### src/rtl/scc68070_timer_if.sv
// Register-window bus between the SCC68070 peripheral decoder and the timer block.
interface scc68070_timer_if;
    logic        cs;
    logic [2:0]  addr;
    logic        we;
    logic        uds;
    logic        lds;
    logic [15:0] wdata;
    logic [15:0] rdata;

    modport master (output cs, addr, we, uds, lds, wdata, input rdata);
    modport slave  (input cs, addr, we, uds, lds, wdata, output rdata);
endinterface

### src/rtl/scc68070_timer_unit.sv
// SCC68070 timer block: prescaler, auto-reload T0, and two match/capture/event-count
// channels fed from asynchronous pins. TIMER_W is expected to be at least 16.
module scc68070_timer_unit #(
    parameter int PRESCALE_DIV = 96,
    parameter int TIMER_W      = 16,
    parameter int SYNC_STAGES  = 2
) (
    input  logic             clk,
    input  logic             reset,
    scc68070_timer_if.slave  bus,
    input  logic             t1_in,
    input  logic             t2_in,
    output logic             irq
);
    localparam int PW = (PRESCALE_DIV > 1) ? $clog2(PRESCALE_DIV) : 1;
    localparam logic [TIMER_W-1:0] ONES = '1;

    logic [PW-1:0]      presc_reg, presc_next;
    logic               tick;
    logic [TIMER_W-1:0] t0_reg, t0_next, t0_inc;
    logic [TIMER_W-1:0] reload_reg, reload_next;
    logic [7:0]         cr_reg, cr_next;
    logic               t0_ov_reg, t0_ov_next;

    logic               wr_en, sr_wr, cr_wr, reload_wr, t0_wr;
    logic [TIMER_W-1:0] lane_mask, lane_data;

    logic [1:0]                  pins;
    logic [1:0][TIMER_W-1:0]     ch_val;
    logic [1:0]                  ma_flag, cap_flag, ov_flag;
    logic [7:0]                  sr;

    function automatic logic [TIMER_W-1:0] lane_merge(
        input logic [TIMER_W-1:0] cur,
        input logic [TIMER_W-1:0] mask,
        input logic [TIMER_W-1:0] data
    );
        return (cur & ~mask) | (data & mask);
    endfunction

    assign wr_en     = bus.cs && bus.we;
    assign sr_wr     = wr_en && (bus.addr == 3'd0) && bus.uds;
    assign cr_wr     = wr_en && (bus.addr == 3'd0) && bus.lds;
    assign reload_wr = wr_en && (bus.addr == 3'd1);
    assign t0_wr     = wr_en && (bus.addr == 3'd2);

    // Byte-lane enables expanded to timer width; bits above the bus are never written.
    for (genvar gi = 0; gi < TIMER_W; gi++) begin : g_lane
        if (gi < 8) begin : g_lo
            assign lane_mask[gi] = bus.lds;
            assign lane_data[gi] = bus.wdata[gi];
        end else if (gi < 16) begin : g_hi
            assign lane_mask[gi] = bus.uds;
            assign lane_data[gi] = bus.wdata[gi];
        end else begin : g_ext
            assign lane_mask[gi] = 1'b0;
            assign lane_data[gi] = 1'b0;
        end
    end

    assign tick   = (presc_reg == PW'(PRESCALE_DIV - 1));
    assign t0_inc = (t0_reg == ONES) ? reload_reg : t0_reg + 1'b1;

    always_comb begin
        presc_next  = tick ? '0 : presc_reg + 1'b1;
        t0_next     = t0_reg;
        reload_next = reload_reg;
        cr_next     = cr_reg;
        if (tick) begin
            t0_next = t0_inc;
        end
        if (t0_wr) begin
            t0_next = lane_merge(t0_next, lane_mask, lane_data);
        end
        if (reload_wr) begin
            reload_next = lane_merge(reload_reg, lane_mask, lane_data);
        end
        if (cr_wr) begin
            cr_next = bus.wdata[7:0];
        end
        // Set beats a same-cycle write-1-to-clear.
        t0_ov_next = (tick && (t0_reg == ONES)) ||
                     (t0_ov_reg && !(sr_wr && bus.wdata[15]));
    end

    always_ff @(posedge clk) begin
        if (reset) begin
            presc_reg  <= '0;
            t0_reg     <= '0;
            reload_reg <= '0;
            cr_reg     <= '0;
            t0_ov_reg  <= 1'b0;
        end else begin
            presc_reg  <= presc_next;
            t0_reg     <= t0_next;
            reload_reg <= reload_next;
            cr_reg     <= cr_next;
            t0_ov_reg  <= t0_ov_next;
        end
    end

    assign pins = {t2_in, t1_in};

    // Channel 0 is T1 (CR[7:4], SR[14:12]); channel 1 is T2 (CR[3:0], SR[11:9]).
    for (genvar gi = 0; gi < 2; gi++) begin : g_ch
        localparam logic [2:0] CH_ADDR = 3'(3 + gi);
        localparam int CR_EV = 7 - 4 * gi;
        localparam int CR_MD = 5 - 4 * gi;
        localparam int SR_MA = 14 - 3 * gi;

        logic [SYNC_STAGES-1:0] sync_reg;
        logic                   prev_reg;
        logic [TIMER_W-1:0]     cnt_reg, cnt_next;
        logic                   ma_reg, cap_reg, ov_reg;
        logic                   ma_next, cap_next, ov_next;
        logic                   ma_set, cap_set, ov_set;
        logic [1:0]             ev, md;
        logic                   pin_s, edge_hit;

        assign ev       = cr_reg[CR_EV -: 2];
        assign md       = cr_reg[CR_MD -: 2];
        assign pin_s    = sync_reg[SYNC_STAGES-1];
        assign edge_hit = (ev[0] && pin_s && !prev_reg) || (ev[1] && !pin_s && prev_reg);

        always_comb begin
            cnt_next = cnt_reg;
            ma_set   = 1'b0;
            cap_set  = 1'b0;
            ov_set   = 1'b0;
            case (md)
                2'b01: begin
                    // Match against the value T0 is about to take, so the flag lands with it.
                    if (tick && (t0_inc == cnt_reg)) begin
                        ma_set = 1'b1;
                    end
                end
                2'b10: begin
                    if (edge_hit) begin
                        cnt_next = t0_reg;
                        cap_set  = 1'b1;
                    end
                end
                2'b11: begin
                    if (edge_hit) begin
                        if (cnt_reg == ONES) begin
                            cnt_next = '0;
                            ov_set   = 1'b1;
                        end else begin
                            cnt_next = cnt_reg + 1'b1;
                        end
                    end
                end
                default: ;
            endcase
            if (wr_en && (bus.addr == CH_ADDR)) begin
                cnt_next = lane_merge(cnt_next, lane_mask, lane_data);
            end
            ma_next  = ma_set  || (ma_reg  && !(sr_wr && bus.wdata[SR_MA]));
            cap_next = cap_set || (cap_reg && !(sr_wr && bus.wdata[SR_MA-1]));
            ov_next  = ov_set  || (ov_reg  && !(sr_wr && bus.wdata[SR_MA-2]));
        end

        always_ff @(posedge clk) begin
            if (reset) begin
                sync_reg <= '0;
                prev_reg <= 1'b0;
                cnt_reg  <= '0;
                ma_reg   <= 1'b0;
                cap_reg  <= 1'b0;
                ov_reg   <= 1'b0;
            end else begin
                sync_reg <= {sync_reg[SYNC_STAGES-2:0], pins[gi]};
                prev_reg <= pin_s;
                cnt_reg  <= cnt_next;
                ma_reg   <= ma_next;
                cap_reg  <= cap_next;
                ov_reg   <= ov_next;
            end
        end

        assign ch_val[gi]   = cnt_reg;
        assign ma_flag[gi]  = ma_reg;
        assign cap_flag[gi] = cap_reg;
        assign ov_flag[gi]  = ov_reg;
    end

    assign sr  = {t0_ov_reg, ma_flag[0], cap_flag[0], ov_flag[0],
                  ma_flag[1], cap_flag[1], ov_flag[1], 1'b0};
    assign irq = |sr[7:1];

    always_comb begin
        bus.rdata = 16'h0000;
        if (bus.cs) begin
            case (bus.addr)
                3'd0:    bus.rdata = {sr, cr_reg};
                3'd1:    bus.rdata = reload_reg[15:0];
                3'd2:    bus.rdata = t0_reg[15:0];
                3'd3:    bus.rdata = ch_val[0][15:0];
                3'd4:    bus.rdata = ch_val[1][15:0];
                default: bus.rdata = 16'h0000;
            endcase
        end
    end
endmodule

### src/flat_wrapper.sv
// flat-port wrapper written by rule: the top's interface ports become plain ports
module scc68070_timer_unit_flat 
#(
    parameter int PRESCALE_DIV = 96,
    parameter int TIMER_W      = 16,
    parameter int SYNC_STAGES  = 2
)
  (clk, reset, t1_in, t2_in, irq, bus_cs, bus_addr, bus_we, bus_uds, bus_lds, bus_wdata, bus_rdata);
  scc68070_timer_if bus_i ();
  input  logic clk;
  input  logic reset;
  input  logic t1_in;
  input  logic t2_in;
  output logic irq;
  input wire logic [$bits(bus_i.cs)-1:0] bus_cs;
  input wire logic [$bits(bus_i.addr)-1:0] bus_addr;
  input wire logic [$bits(bus_i.we)-1:0] bus_we;
  input wire logic [$bits(bus_i.uds)-1:0] bus_uds;
  input wire logic [$bits(bus_i.lds)-1:0] bus_lds;
  input wire logic [$bits(bus_i.wdata)-1:0] bus_wdata;
  output wire logic [$bits(bus_i.rdata)-1:0] bus_rdata;
  assign bus_i.cs = bus_cs;
  assign bus_i.addr = bus_addr;
  assign bus_i.we = bus_we;
  assign bus_i.uds = bus_uds;
  assign bus_i.lds = bus_lds;
  assign bus_i.wdata = bus_wdata;
  assign bus_rdata = bus_i.rdata;
  scc68070_timer_unit #(.PRESCALE_DIV(PRESCALE_DIV), .TIMER_W(TIMER_W), .SYNC_STAGES(SYNC_STAGES)) u_core (.clk(clk), .reset(reset), .bus(bus_i), .t1_in(t1_in), .t2_in(t2_in), .irq(irq));
endmodule
### config.mk
export PLATFORM = sky130hd
export DESIGN_NAME = scc68070_timer_unit_flat
export DESIGN_NICKNAME = d
export VERILOG_FILES = /design/src/rtl/scc68070_timer_if.sv /design/src/rtl/scc68070_timer_unit.sv /design/src/flat_wrapper.sv
export SDC_FILE = /design/constraint.sdc
export NUM_CORES = 1
export LEC_CHECK = 0
export CORE_ASPECT_RATIO = 0.75
export CORE_UTILIZATION = 55
export DETAILED_ROUTE_END_ITERATION = 10
export PLACE_DENSITY_LB_ADDON = 0.1
export REMOVE_ABC_BUFFERS = 1
export SLEW_MARGIN = 10
export SYNTH_ARGS = -nofsm -noshare
export SYNTH_HDL_FRONTEND = slang
export SYNTH_SLANG_ARGS = --single-unit
### constraint.sdc
create_clock -name clk -period 3.3 [get_ports clk]
set_input_delay 0.99 -clock clk [delete_from_list [all_inputs] [get_ports clk]]
set_output_delay 0.99 -clock clk [all_outputs]
set_load 0.02 [all_outputs]
==> flow_summary.toml, run 1 <==
[pwr]
swShare = 0.316
power_density_nw_per_um2 = 331
power_frac_comb = 0.164
power_mw = 2.76
power.switching_mw = 0.874
p_int_mw = 1.89
p_leak_nw = 2.97
clkPwrFrac = 0.397
ir_worst_vdd_mv = 0.242
power_frac_seq = 0.439

[grt]
grt_pass1_vias = 7628
grt_overflow_total = 0
grt_pass1_wl_um = 45100
grt_max_degree = 51
antenna_found_initial = 0
grtUsageTotal = 0.450

[drt]
vias = 8287
routedWlPerCell_um = 24.6
dr.pass1.iters = 7
vias_per_cell = 6.93
drcViolationCount = 0
wirelength_um = 29400
drt_iter0_drc = 1382
final_antenna_net_count = 0

[clock_network]
cts.clk_slew.worst_paths_ns = 0.08
clock_latency_ns = 0.36
cts-hold-fix-buffers = 0
htree_levels = 3
cts_tree = "yes"
cts.path.max_buffers = 2
clkSinkCount = 92
cts_made_buffers = 9
cts_root_buf = "clkbuf_16"

[min_path]
hold_depth = 1
hold_path.startpoint = "u_core.g_ch[0].sync_reg[0]"
whs_endpoint = "u_core.g_ch[0].sync_reg[1]"
hp-class = "reg -> reg"

[setup_path]
crit_arrival_ns = 2.26
critPathKind = "in -> out"
r2r_slack_ns = 0.10
rr_endpoint = "u_core.g_ch[1].ma_reg"
crit_path_start_kind = "input port"
critPathCaptureType = "output port"
r2r_start = "u_core.t0_reg[0]"
cp_data_required_time_ns = 2.31
reg2regPathDepth = 8
cp_max_fo = 12

[timing]
slew-limit-headroom = 0.434
finalCritPeriodShare = 0.985
hold_violations = 0
setup_viol = 0
rsz0062_at_grt = "false"
worst_pin_slew_ns = 0.849
setup_ws_ns = 0.0487
timing.fmax_ghz = 0.308
slew_viol_final = 0
fin_skew_ns = 0.00993
min_period_ns = 3.25
holdWs_ns = 0.445

[final_layout]
final_cell_mix = "nor2_1, dfxtp_1, buf_4"
fin_cells = 1195
fin_area_um2 = 8340
nNetsFinal = 1055
final_layout_size_suffix_gt1_frac = 0.164
final_common_cell = "nor2_1"
areaGrowthSynthToFinish_pct = 18.5
diodes = 0

[floorplanning]
io_pins = 44
dieArea_um2 = 13300
die_w_um = 133
fp.coreArea_um2 = 12400
die_y_um = 100
num_rows = 35
initial_core_util = 0.568

[place]
hpwl_um = 22000
gp_congestion = 1.06
placedInstanceArea_um2 = 8040
pre_cts_ws_ns = -0.765
portBuffers = 43
placedCellCount = 1176

[synthesis]
ys_types = 68
ys_async_sr_fraction = 0
synth_edf_count = 0
ys_seq_area_frac = 0.262
ys.flop_type = "dfxtp_1"
netlist_instances = 965
synth-seq-cells = 92
ys_warn_count = 0
netlist_area_um2 = 7040
syn_avg_cell_area_um2 = 7.29

[run_status]
status = "completed"

[run]
cap_violations = 0
==> cell families (layout without fill, tap and decap cells) <==
logic type / Yosys count / in the layout / share of synthesized area
simple gates: 391 / 391 / 0.284
xor+xnor: 50 / 50 / 0.0661
flops: 92 / 92 / 0.262
fa+ha+maj: 4 / 4 / 0.00711
buf+inv: 124 / 188 / 0.0720
mux: 39 / 39 / 0.0574
compound gates: 265 / 265 / 0.252
==> through the flow <==
step	util	setup TNS, ns
final	0.673	0
after global routing	0.673	0
after CTS	0.673	-0.0205
after detailed placement	0.649	-12.09
after global placement	0.649	-11.22
after floorplan	-	0
==> worst max path at each step <==
stage	from	to	slack, ns	depth (start not counted)
after floorplan	bus_addr[1]	bus_rdata[10]	0.14	4
after global placement	bus_addr[0]	bus_rdata[9]	-0.73	8
after detailed placement	bus_addr[0]	bus_rdata[0]	-0.76	8
after CTS	bus_addr[2]	bus_rdata[15]	-0.02	8
after global routing	bus_addr[0]	bus_rdata[5]	0.01	7
final	bus_addr[0]	bus_rdata[5]	0.05	7
==> layer usage <==
metal	up-vias	track usage	share of wire
li1	3647	-	-
met1	3818	0.627	0.41
met2	732	0.647	0.40
met3	90	0.149	0.16
met4	0	0.151	0.030
met5	-	0	0
==> cell type report <==
type | instances | area [um2]
flip-flops and latches | 92 | 1840
inverters | 33 | 124
fillers | 1065 | 4050
clock inverters | 7 | 80.1
repair buffers | 139 | 1130
well taps | 166 | 208
clock buffers | 9 | 225
multi-input cells | 749 | 4730
==> repair_timing <==
item | 4_1_cts | 5_1_grt
resized for setup | 82 | 8
pin swaps | 1 | 3
endpoints found under the setup margin | 16 | 11
cloned | 3 | 0
buffers inserted | 0 | 0
==> power by group through the flow <==
stage	registers (mW)	clock network [mW]	logic, mW
after floorplan	1.21	0	0.213
after global placement	1.23	0	0.416
after detailed placement	1.23	0	0.427
after CTS	1.20	1.09	0.438
after global routing	1.21	1.14	0.479
final	1.21	1.10	0.454
==> cell usage after synthesis (8+ instances only) <==
cell type,n,share of area
nor2_1,115,0.061
xnor2_1,40,0.050
clkbuf_1,68,0.036
a21oi_1,63,0.045
nor2b_1,11,0.0098
nand3b_1,8,0.0085
mux2_2,11,0.018
nand4_1,18,0.016
mux2i_1,28,0.040
o21ai_0,36,0.026
nand2_1,79,0.042
a22oi_1,49,0.052
xor2_1,8,0.010
o22ai_1,30,0.027
nor3_1,34,0.024
o221ai_1,8,0.010
and3_1,9,0.0080
or4_1,9,0.0096
inv_1,33,0.018
buf_2,11,0.0078
nand3_1,43,0.031
dfxtp_1,92,0.26
a211oi_1,25,0.027
and2_1,20,0.018
nor4_1,11,0.0098
==> worst max-delay path: stages <==
cell	delay, ns
buf_4	0.14
buf_12	0.16
mux2_2	0.35
a22oi_1	0.19
o22ai_1	0.11
and2_1	0.16
buf_4	0.15
(Power assumes the default switching activity.)
==> run 2: changes to the inputs <==
CAP_MARGIN = 20   (was default)
==> results of run 2 <==
Same layout as run 1: the final DEF is identical, and so are final timing and power.
